===== config.mk =====
export PLATFORM = sky130hd
export DESIGN_NAME = uart_rx_ctrl_flat
export DESIGN_NICKNAME = d
export VERILOG_FILES = /design/src/rtl/uart_rx_ctrl_pkg.sv /design/src/rtl/uart_rx_ctrl_if.sv /design/src/rtl/uart_rx_ctrl_sync.sv /design/src/rtl/uart_rx_ctrl.sv /design/src/flat_wrapper.sv
export SDC_FILE = /design/constraint.sdc
export NUM_CORES = 1
export LEC_CHECK = 0
export CAP_MARGIN = 0
export CORE_MARGIN = 4
export CORE_UTILIZATION = 48
export CTS_CLUSTER_DIAMETER = 120
export DETAILED_ROUTE_END_ITERATION = 16
export PLACE_DENSITY_LB_ADDON = 0.25
export SYNTH_ARGS = -nofsm -noshare
export SYNTH_HDL_FRONTEND = slang
export SYNTH_HIERARCHICAL = 1
export SYNTH_SLANG_ARGS = --single-unit
export TNS_END_PERCENT = 5

===== constraint.sdc =====
create_clock -name clk -period 4.6 [get_ports clk]
set_input_delay 0.92 -clock clk [delete_from_list [all_inputs] [get_ports clk]]
set_output_delay 0.92 -clock clk [all_outputs]
set_load 0.02 [all_outputs]

===== src/rtl/uart_rx_ctrl_pkg.sv =====
// uart_pkg: shared UART state encoding and bit-timing derivation for RX and TX controllers
package uart_pkg;

    typedef enum logic [1:0] {
        IDLE  = 2'd0,
        START = 2'd1,
        DATA  = 2'd2,
        STOP  = 2'd3
    } uart_state_e;

    localparam int CLK_FREQ_DEF = 100000000;
    localparam int BAUD_DEF     = 9600;

    function automatic int bit_tmr_max(input int clk_freq, input int baud);
        return clk_freq / baud;
    endfunction

    function automatic int half_tmr(input int clk_freq, input int baud);
        return bit_tmr_max(clk_freq, baud) / 2;
    endfunction

endpackage


===== src/rtl/uart_rx_ctrl_if.sv =====
// uart_rx_ctrl_if: received-byte handshake and status from the UART receiver to the fabric
interface uart_rx_ctrl_if;
    logic [7:0] rx_data;
    logic       rx_valid;
    logic       rx_ack;
    logic       rx_overrun;
    logic       rx_frame_err;
    logic       rx_busy;

    modport master (
        output rx_data, rx_valid, rx_overrun, rx_frame_err, rx_busy,
        input  rx_ack
    );

    modport slave (
        input  rx_data, rx_valid, rx_overrun, rx_frame_err, rx_busy,
        output rx_ack
    );
endinterface


===== src/rtl/uart_rx_ctrl_sync.sv =====
// uart_rx_sync: two-flop synchroniser on the serial line plus a history flop for start-edge detection
module uart_rx_sync (
    input  logic clk,
    input  logic rst_n,
    input  logic rxd,
    output logic rxd_s,
    output logic fall_edge
);
    logic s1;
    logic hist;

    // Resetting to 1 makes the line read idle, so no false start edge after reset
    always_ff @(posedge clk or negedge rst_n)
        if (!rst_n) {s1, rxd_s, hist} <= 3'b111;
        else        {s1, rxd_s, hist} <= {rxd, s1, rxd_s};

    assign fall_edge = hist & ~rxd_s;
endmodule


===== src/rtl/uart_rx_ctrl.sv =====
// uart_rx_ctrl: 8N1 UART receiver with mid-bit sampling and a valid/ack byte handoff
module uart_rx_ctrl
    import uart_pkg::*;
#(
    parameter int CLK_FREQ = CLK_FREQ_DEF,
    parameter int BAUD     = BAUD_DEF
) (
    input  logic           clk,
    input  logic           rst_n,
    input  logic           UART_RXD,
    uart_rx_ctrl_if.master bus
);
    localparam int BIT_TMR_MAX = bit_tmr_max(CLK_FREQ, BAUD);
    localparam int HALF_TMR    = half_tmr(CLK_FREQ, BAUD);
    localparam int TW          = $clog2(BIT_TMR_MAX);

    uart_state_e state, state_n;
    logic [TW-1:0] tmr, tmr_n;
    logic [2:0]    idx, idx_n;
    logic [7:0]    sh, sh_n;
    logic [7:0]    data_q;
    logic          valid_q, ovr_q, ferr_q;
    logic          deliver, ferr;
    logic          rxd_s, fall_edge;
    logic          tick_half, tick_bit;

    uart_rx_sync u_sync (
        .clk      (clk),
        .rst_n    (rst_n),
        .rxd      (UART_RXD),
        .rxd_s    (rxd_s),
        .fall_edge(fall_edge)
    );

    assign tick_half = tmr == TW'(HALF_TMR - 1);
    assign tick_bit  = tmr == TW'(BIT_TMR_MAX - 1);

    always_comb begin
        state_n = state;
        tmr_n   = tmr + 1'b1;
        idx_n   = idx;
        sh_n    = sh;
        deliver = 1'b0;
        ferr    = 1'b0;
        case (state)
            IDLE: begin
                tmr_n   = '0;
                state_n = fall_edge ? START : IDLE;
            end
            START: if (tick_half) begin
                tmr_n   = '0;
                idx_n   = '0;
                state_n = rxd_s ? IDLE : DATA;
            end
            DATA: if (tick_bit) begin
                tmr_n      = '0;
                sh_n[idx]  = rxd_s;
                idx_n      = idx + 3'd1;
                state_n    = (idx == 3'd7) ? STOP : DATA;
            end
            // Leave mid-stop-bit so a back-to-back start edge is not missed
            STOP: if (tick_bit) begin
                tmr_n   = '0;
                state_n = IDLE;
                deliver = rxd_s;
                ferr    = ~rxd_s;
            end
            default: state_n = IDLE;
        endcase
    end

    always_ff @(posedge clk or negedge rst_n)
        if (!rst_n) begin
            state   <= IDLE;
            tmr     <= '0;
            idx     <= '0;
            sh      <= '0;
            data_q  <= '0;
            valid_q <= 1'b0;
            ovr_q   <= 1'b0;
            ferr_q  <= 1'b0;
        end else begin
            state   <= state_n;
            tmr     <= tmr_n;
            idx     <= idx_n;
            sh      <= sh_n;
            data_q  <= deliver ? sh : data_q;
            valid_q <= deliver | (valid_q & ~bus.rx_ack);
            ovr_q   <= deliver & valid_q & ~bus.rx_ack;
            ferr_q  <= ferr;
        end

    assign bus.rx_data      = data_q;
    assign bus.rx_valid     = valid_q;
    assign bus.rx_overrun   = ovr_q;
    assign bus.rx_frame_err = ferr_q;
    assign bus.rx_busy      = state != IDLE;
endmodule

===== src/flat_wrapper.sv =====
// flat-port wrapper written by rule: the top's interface ports become plain ports
module uart_rx_ctrl_flat import uart_pkg::*;
#(
    parameter int CLK_FREQ = CLK_FREQ_DEF,
    parameter int BAUD     = BAUD_DEF
)
  (clk, rst_n, UART_RXD, bus_rx_data, bus_rx_valid, bus_rx_overrun, bus_rx_frame_err, bus_rx_busy, bus_rx_ack);
  uart_rx_ctrl_if bus_i ();
  input  logic clk;
  input  logic rst_n;
  input  logic UART_RXD;
  output wire logic [$bits(bus_i.rx_data)-1:0] bus_rx_data;
  output wire logic [$bits(bus_i.rx_valid)-1:0] bus_rx_valid;
  output wire logic [$bits(bus_i.rx_overrun)-1:0] bus_rx_overrun;
  output wire logic [$bits(bus_i.rx_frame_err)-1:0] bus_rx_frame_err;
  output wire logic [$bits(bus_i.rx_busy)-1:0] bus_rx_busy;
  input wire logic [$bits(bus_i.rx_ack)-1:0] bus_rx_ack;
  assign bus_rx_data = bus_i.rx_data;
  assign bus_rx_valid = bus_i.rx_valid;
  assign bus_rx_overrun = bus_i.rx_overrun;
  assign bus_rx_frame_err = bus_i.rx_frame_err;
  assign bus_rx_busy = bus_i.rx_busy;
  assign bus_i.rx_ack = bus_rx_ack;
  uart_rx_ctrl #(.CLK_FREQ(CLK_FREQ), .BAUD(BAUD)) u_core (.clk(clk), .rst_n(rst_n), .UART_RXD(UART_RXD), .bus(bus_i));
endmodule

==> metrics.txt, run 1 <==
CP max FO=9; first-pass GRT wire length=5690 um; Peak Freq=393 MHz; Internal=0.000562 W; Mapped Area=1910 um2; Final Cycle Share=0.553; arrival time worst endpoint=1.62 ns; syn nets=168; Setup-failing EPs final=0; antenna viol nets, final=0; Synth area leader=dfrtp_1; Period minus WS final=2.54 ns; Multi-input gate area=835 um2; Synth top area share=0.497; pwr dens=352 nW/um2; Clock Path Buffers=2; count leader, synth=dfrtp_1; Worst Skew=0.0102 ns; Post-CTS Setup Bufs=0; EDFF count, synth=0; final WL=3160 um; PostCTS Resize Cnt=0; Leakage=0.978 nW; Critical Path RT=3.68 ns; Area growth syn-to-layout=13.6%; register area share after synthesis=0.538; clock tree root buffer cell=clkbuf_8; GRT Overall Usage=0.140; DR WL/cell=14.1 um; Critical Path, Cell by Cell=or2_2, clkdlybuf4s50_1; total grt overflow=0; fin nets=182; Setup crit end kind=primary output; Via Count=1228; Num Clock Sinks=41; unrepaired setup endpoints after global routing=no; Setup TNS=0 ns; Worst-Skew Late Latency=0.29 ns; TritonCTS clock tree=done; peak supply drop=0.266 mV; initial detailed-routing violation count=33; WHS Path Cells=0; Top FF cell, synth=dfrtp_1; Max Cap Violations=0; Max stage delay cell, worst path=clkdlybuf4s50_1; die width=71.2 um; clock-pin slew on the worst setup and hold paths=0.07 ns; Rows=22; worst reg2reg path depth=5; worst slew pin tran=0.874 ns; area of the core=3740 um2; Clk pwr share=0.307; outcome=complete, no violations; P_sw=0.000204 W; htree depth=2; # DRC=0; largest net degree at the start of global routing=42; Slew Limit Fails=0; routability congestion estimate=0.787; vias in the first global route=1269; crit path kind=reg -> out; initial antenna violation count=0; total power=0.000766 W; cts hold-fix bufs=0; Fillers=316; die area=5060 um2; yosys warns=6; DP HPWL=2220 um; Die H=71.2 um; post-synthesis cell count=161; drt first pass iters=4; final hold violation count=0; TritonCTS Buffers=5; ratio of cells with drive above 1 in the final layout=0.182; Hold Crit Class=reg -> reg; synthesized area per cell=11.9 um2; flops & latches, synth=41; Worst setup SP type=flip-flop; sequential share of power=0.560; Sw Share=0.266; asr flop ratio synth=1.00; Synth top cells by count=dfrtp_1 (38), mux2_2 (15), nor2_1 (14); Distinct cells, synth=41; Initial Utilization=0.511; ANT cells=0; synth top area cells=dfrtp_1 (50%), mux2_2 (8.8%), xor2_1 (5.0%), dfstp_2 (4.1%), nor2_1 (2.7%); register area=1030 um2; Gate power share=0.133; Avg Vias per Cell=5.48; crit-path max cell delay=0.55 ns; I/O pin count=16; buffers added on ports=15; worst rel slew slack=0.417
==> cell usage in the layout (no fill, tap or decap), drive strengths merged, types with 2 or more instances in the layout <==
cell type       n
inv             3
and2            4
ha              3
nor2b           5
mux2           17
and4            3
xor2           11
nand3           8
nor2           15
clkdlybuf4s50  14
or3             2
nand4b          3
or3b            2
nand4           5
dfstp           3
nand4bb         2
a22o            2
nand2           7
nor4bb          3
dfrtp          38
o21ai           2
and3            2
clkbuf          7
==> sequential cells by signal, indices dropped and copies added, names as in the netlist, 3 cells and up, named ones only <==
register	cells
u_core/tmr	14
u_core/bus.rx_data	8
u_core/sh	8
u_core/idx	3
==> critical path, delay by kind of cell (launching register included) <==
kind,cells,cell delay (ns)
AND/OR/NAND/NOR,1,0.32
flip-flops,1,0.47
buffers and inverters,1,0.55
==> routing by layer <==
metal / GRT usage / wire length (um)
met5: 0 / 0
met4: 0.0501 / 51
met3: 0.0440 / 115
met2: 0.228 / 1520
met1: 0.176 / 1470
==> final timing paths <==
check / to / from / slack, ns
worst min-delay path: u_core/u_sync/rxd_s / u_core/u_sync/s1 / 0.36
worst max-delay path: bus_rx_busy / flip-flop / 2.06
worst max register to register: u_core/tmr[12] / u_core/tmr[0] / 2.22
max in group asynchronous: u_core/idx[2] / rst_n / 3.31
worst min register to register: u_core/u_sync/rxd_s / u_core/u_sync/s1 / 0.36
min in group asynchronous: u_core/tmr[10] / rst_n / 0.75
==> power by group through the flow <==
stage                     sequential (W)  combinational, W  clock, W
after floorplan                 0.000427         0.0000841         0
after global placement          0.000435         0.0000997         0
after detailed placement        0.000436          0.000102         0
after CTS                       0.000429          0.000104  0.000242
after global routing            0.000436          0.000116  0.000258
final                           0.000429          0.000102  0.000235
==> stage by stage <==
| step | utilization | setup WS (ns) | hold slack (ns) | instance area [um2] | cells |
|---|---|---|---|---|---|
| after floorplan | - | 2.58 | 0.345 | 1910 | 161 |
| after global placement | 0.556 | 2.30 | 0.348 | 2080 | 216 |
| after detailed placement | 0.556 | 2.21 | 0.349 | 2080 | 216 |
| after CTS | 0.581 | 2.05 | 0.360 | 2170 | 224 |
| after global routing | 0.581 | 1.99 | 0.366 | 2170 | 224 |
| final | 0.581 | 2.06 | 0.358 | 2170 | 224 |
==> final cells by class <==
| type | instances | area share |
|---|---|---|
| repair buffers | 15 | 0.0667 |
| clock inverters | 1 | 0.00345 |
| multi-input cells | 109 | 0.384 |
| flip-flops and latches | 41 | 0.474 |
| clock buffers | 7 | 0.0397 |
| inverters | 3 | 0.00518 |
| well taps | 48 | 0.0276 |
==> cells by family (layout without fill, tap and decap cells) <==
logic type	after synthesis	count (layout)	share of synthesized area
AO/OA/AOI/OAI	9	9	0.0353
XOR/XNOR	11	11	0.0503
adder cells (fa/ha/maj)	3	3	0.0196
buffers and inverters	11	26	0.0261
flip-flops	41	41	0.538
multiplexers	17	17	0.100
AND/OR/NAND/NOR	69	69	0.231
No activity file was read; power rests on OpenSTA's default activity.
==> run 2: changes to the inputs <==
Clock period 4.6 ns to 2.7 ns, I/O delays scaled along.
==> run 2 against run 1 <==
Net effect: sequential power is 71% higher; count of clock-buffer cells in the layout is 1 lower; sequential share of layout area is 0.57 points lower; global-route usage is 1.3 points higher; routed wire length is 4.8% higher; final cell count stayed put; setup slack worse by 1.8 ns; total power is 85% higher; largest cell class unchanged; highest routed layer unchanged.
==> metrics.txt, run 2 (synthesized netlist as in run 1, its figures left out) <==
outcome=complete, no violations; DR WL/cell=14.8 um (+4.8%); CP max FO=13 (+4); total power=0.00142 W (+85%); Slew Limit Fails=0 (unchanged); sequential share of power=0.517 (-0.043); htree depth=2 (unchanged); final WL=3310 um (+4.8%); most frequent cells in the layout=dfrtp_1 (38), mux2_2 (15), clkdlybuf4s50_1 (14), nor2_1 (14), xor2_1 (11); Worst Skew=0.00654 ns (-0.00364 ns); Final Cycle Share=0.886; Area growth syn-to-layout=15.0%; Max stage delay cell, worst path=or4b_4; Peak Freq=418 MHz; vias in the first global route=1350 (+6.4%); first-pass GRT wire length=6060 um (+6.6%); clock tree root buffer cell=clkbuf_8; Avg Vias per Cell=5.54 (+1.1%); critical path's top delay family=simple AND/OR/NAND/NOR gates; area of the core=3740 um2 (unchanged); Max Cap Violations=0 (unchanged); GR peak layer=met2; Post-CTS Setup Bufs=0 (unchanged); met2 usage=0.243 (+0.0153); routability congestion estimate=0.780 (-0.88%); Gate power share=0.124 (-0.009); cts hold-fix bufs=0 (unchanged); Leakage=0.991 nW (+1.3%); final hold violation count=0 (unchanged); clock-pin slew on the worst setup and hold paths=0.08 ns (about the same); Internal=0.00105 W (+87%); Crit path depth=5 (+3); Sw Share=0.259 (-0.00702); worst reg2reg path depth=5 (unchanged); Clock Path Buffers=2 (unchanged); unrepaired setup endpoints after global routing=no; crit path kind=reg -> reg; GRT Overall Usage=0.154 (+0.0133); commonest non-fill, non-tap cell in the layout=dfrtp_1; # DRC=0 (unchanged); Worst-Skew Late Latency=0.29 ns (about the same); Setup-failing EPs final=0 (unchanged); RR Startpoint=u_core/tmr[0]; Setup crit end kind=flip-flop; initial antenna violation count=0 (unchanged); reg-to-reg slack, setup=0.31 ns (-1.91 ns); worst slew pin tran=0.865 ns (-0.00911 ns); worst rel slew slack=0.423 (+0.00607); antenna viol nets, final=0 (unchanged); total grt overflow=0 (unchanged); PostCTS Resize Cnt=0 (unchanged); Worst setup SP type=flip-flop; peak supply drop=0.566 mV (+110%); arrival time worst endpoint=2.54 ns (+0.92 ns); Hold Crit Class=in -> async; drt first pass iters=4 (unchanged); pwr dens=645 nW/um2 (+83%); GR Util met1=0.190 (+0.0134); Die H=71.2 um (unchanged); Buf/Inv on CP=0 (-1); P_sw=0.000367 W (+80%); buffers added on ports=15 (unchanged); Num Clock Sinks=41 (unchanged); Clk pwr share=0.359 (+0.052); hold_ws=0.353 ns (-0.00541 ns); Critical Path, Cell by Cell=ha_1, or3b_1, or4b_4, a22oi_2, nor2_1; die width=71.2 um (unchanged); Critical Path RT=2.85 ns (-0.83 ns); I/O pin count=16 (unchanged); GR Layer Usage met3=0.0526 (+0.00852); die area=5060 um2 (unchanged); Reg with most FFs=u_core/tmr; DP HPWL=2260 um (+2.0%); ratio of cells with drive above 1 in the final layout=0.188 (+0.00568); number of flip-flops in the largest register=14 (unchanged); Via Count=1241 (+1.1%); Period minus WS final=2.39 ns; Rows=22 (unchanged); Initial Utilization=0.511 (unchanged); largest net degree at the start of global routing=42 (unchanged); TritonCTS clock tree=done; TritonCTS Buffers=5 (unchanged); initial detailed-routing violation count=53 (+61%); fin nets=182 (unchanged); Reg2Reg Capture Point=u_core/tmr[4]; crit-path max cell delay=0.56 ns (about the same); Setup TNS=0 ns (unchanged); ANT cells=0 (unchanged)
[run 2: changes by cell type in the layout (fill, tap and decap cells not counted), sizes merged]
cell    change
bufinv      +1
clkbuf      -1
[run 2: power groups by stage]
stage	clock (W)	combinational [W]	sequential [W]
6_report	0.000509	0.000176	0.000733
5_1_grt	0.000552	0.000206	0.000745
4_1_cts	0.000524	0.000180	0.000733
3_5_place_dp	0	0.000177	0.000745
3_3_place_gp	0	0.000170	0.000740
2_1_floorplan	0	0.000143	0.000728
[run 2: per-stage QoR]
step / instances / utilization / area [um2] / setup WS (ns)
global placement: 216 / 0.556 / 2080 / 0.425
finish: 224 / 0.588 / 2200 / 0.307
CTS: 224 / 0.588 / 2200 / 0.312
global route: 224 / 0.588 / 2200 / 0.0285
floorplan: 161 / - / 1910 / 0.683
detailed placement: 216 / 0.556 / 2080 / 0.326
[run 2: how the worst max path moves through the flow]
| stage | start | to |
|---|---|---|
| after floorplan | u_core/tmr[0] | u_core/tmr[6] |
| after global placement | u_core/tmr[0] | u_core/tmr[11] |
| after detailed placement | u_core/tmr[0] | u_core/tmr[4] |
| after CTS | u_core/tmr[0] | u_core/tmr[3] |
| after global routing | u_core/tmr[0] | u_core/tmr[5] |
| final | u_core/tmr[0] | u_core/tmr[4] |
[run 2: routing by layer]
layer / part of all wire / vias to the layer above
met5: 0 / -
met4: 0.020 / 0
met3: 0.038 / 6
met2: 0.47 / 20
met1: 0.47 / 618
li1: - / 597
[run 2: layout make-up]
cell class                 count  area, um2
fill                         318       1540
tap                           48       60.1
timing repair buffer          15        145
sequential                    41       1030
clock inverter                 2       37.5
multi-input combinational    109        835
clock buffer                   6       82.6
inverter                       3       11.3
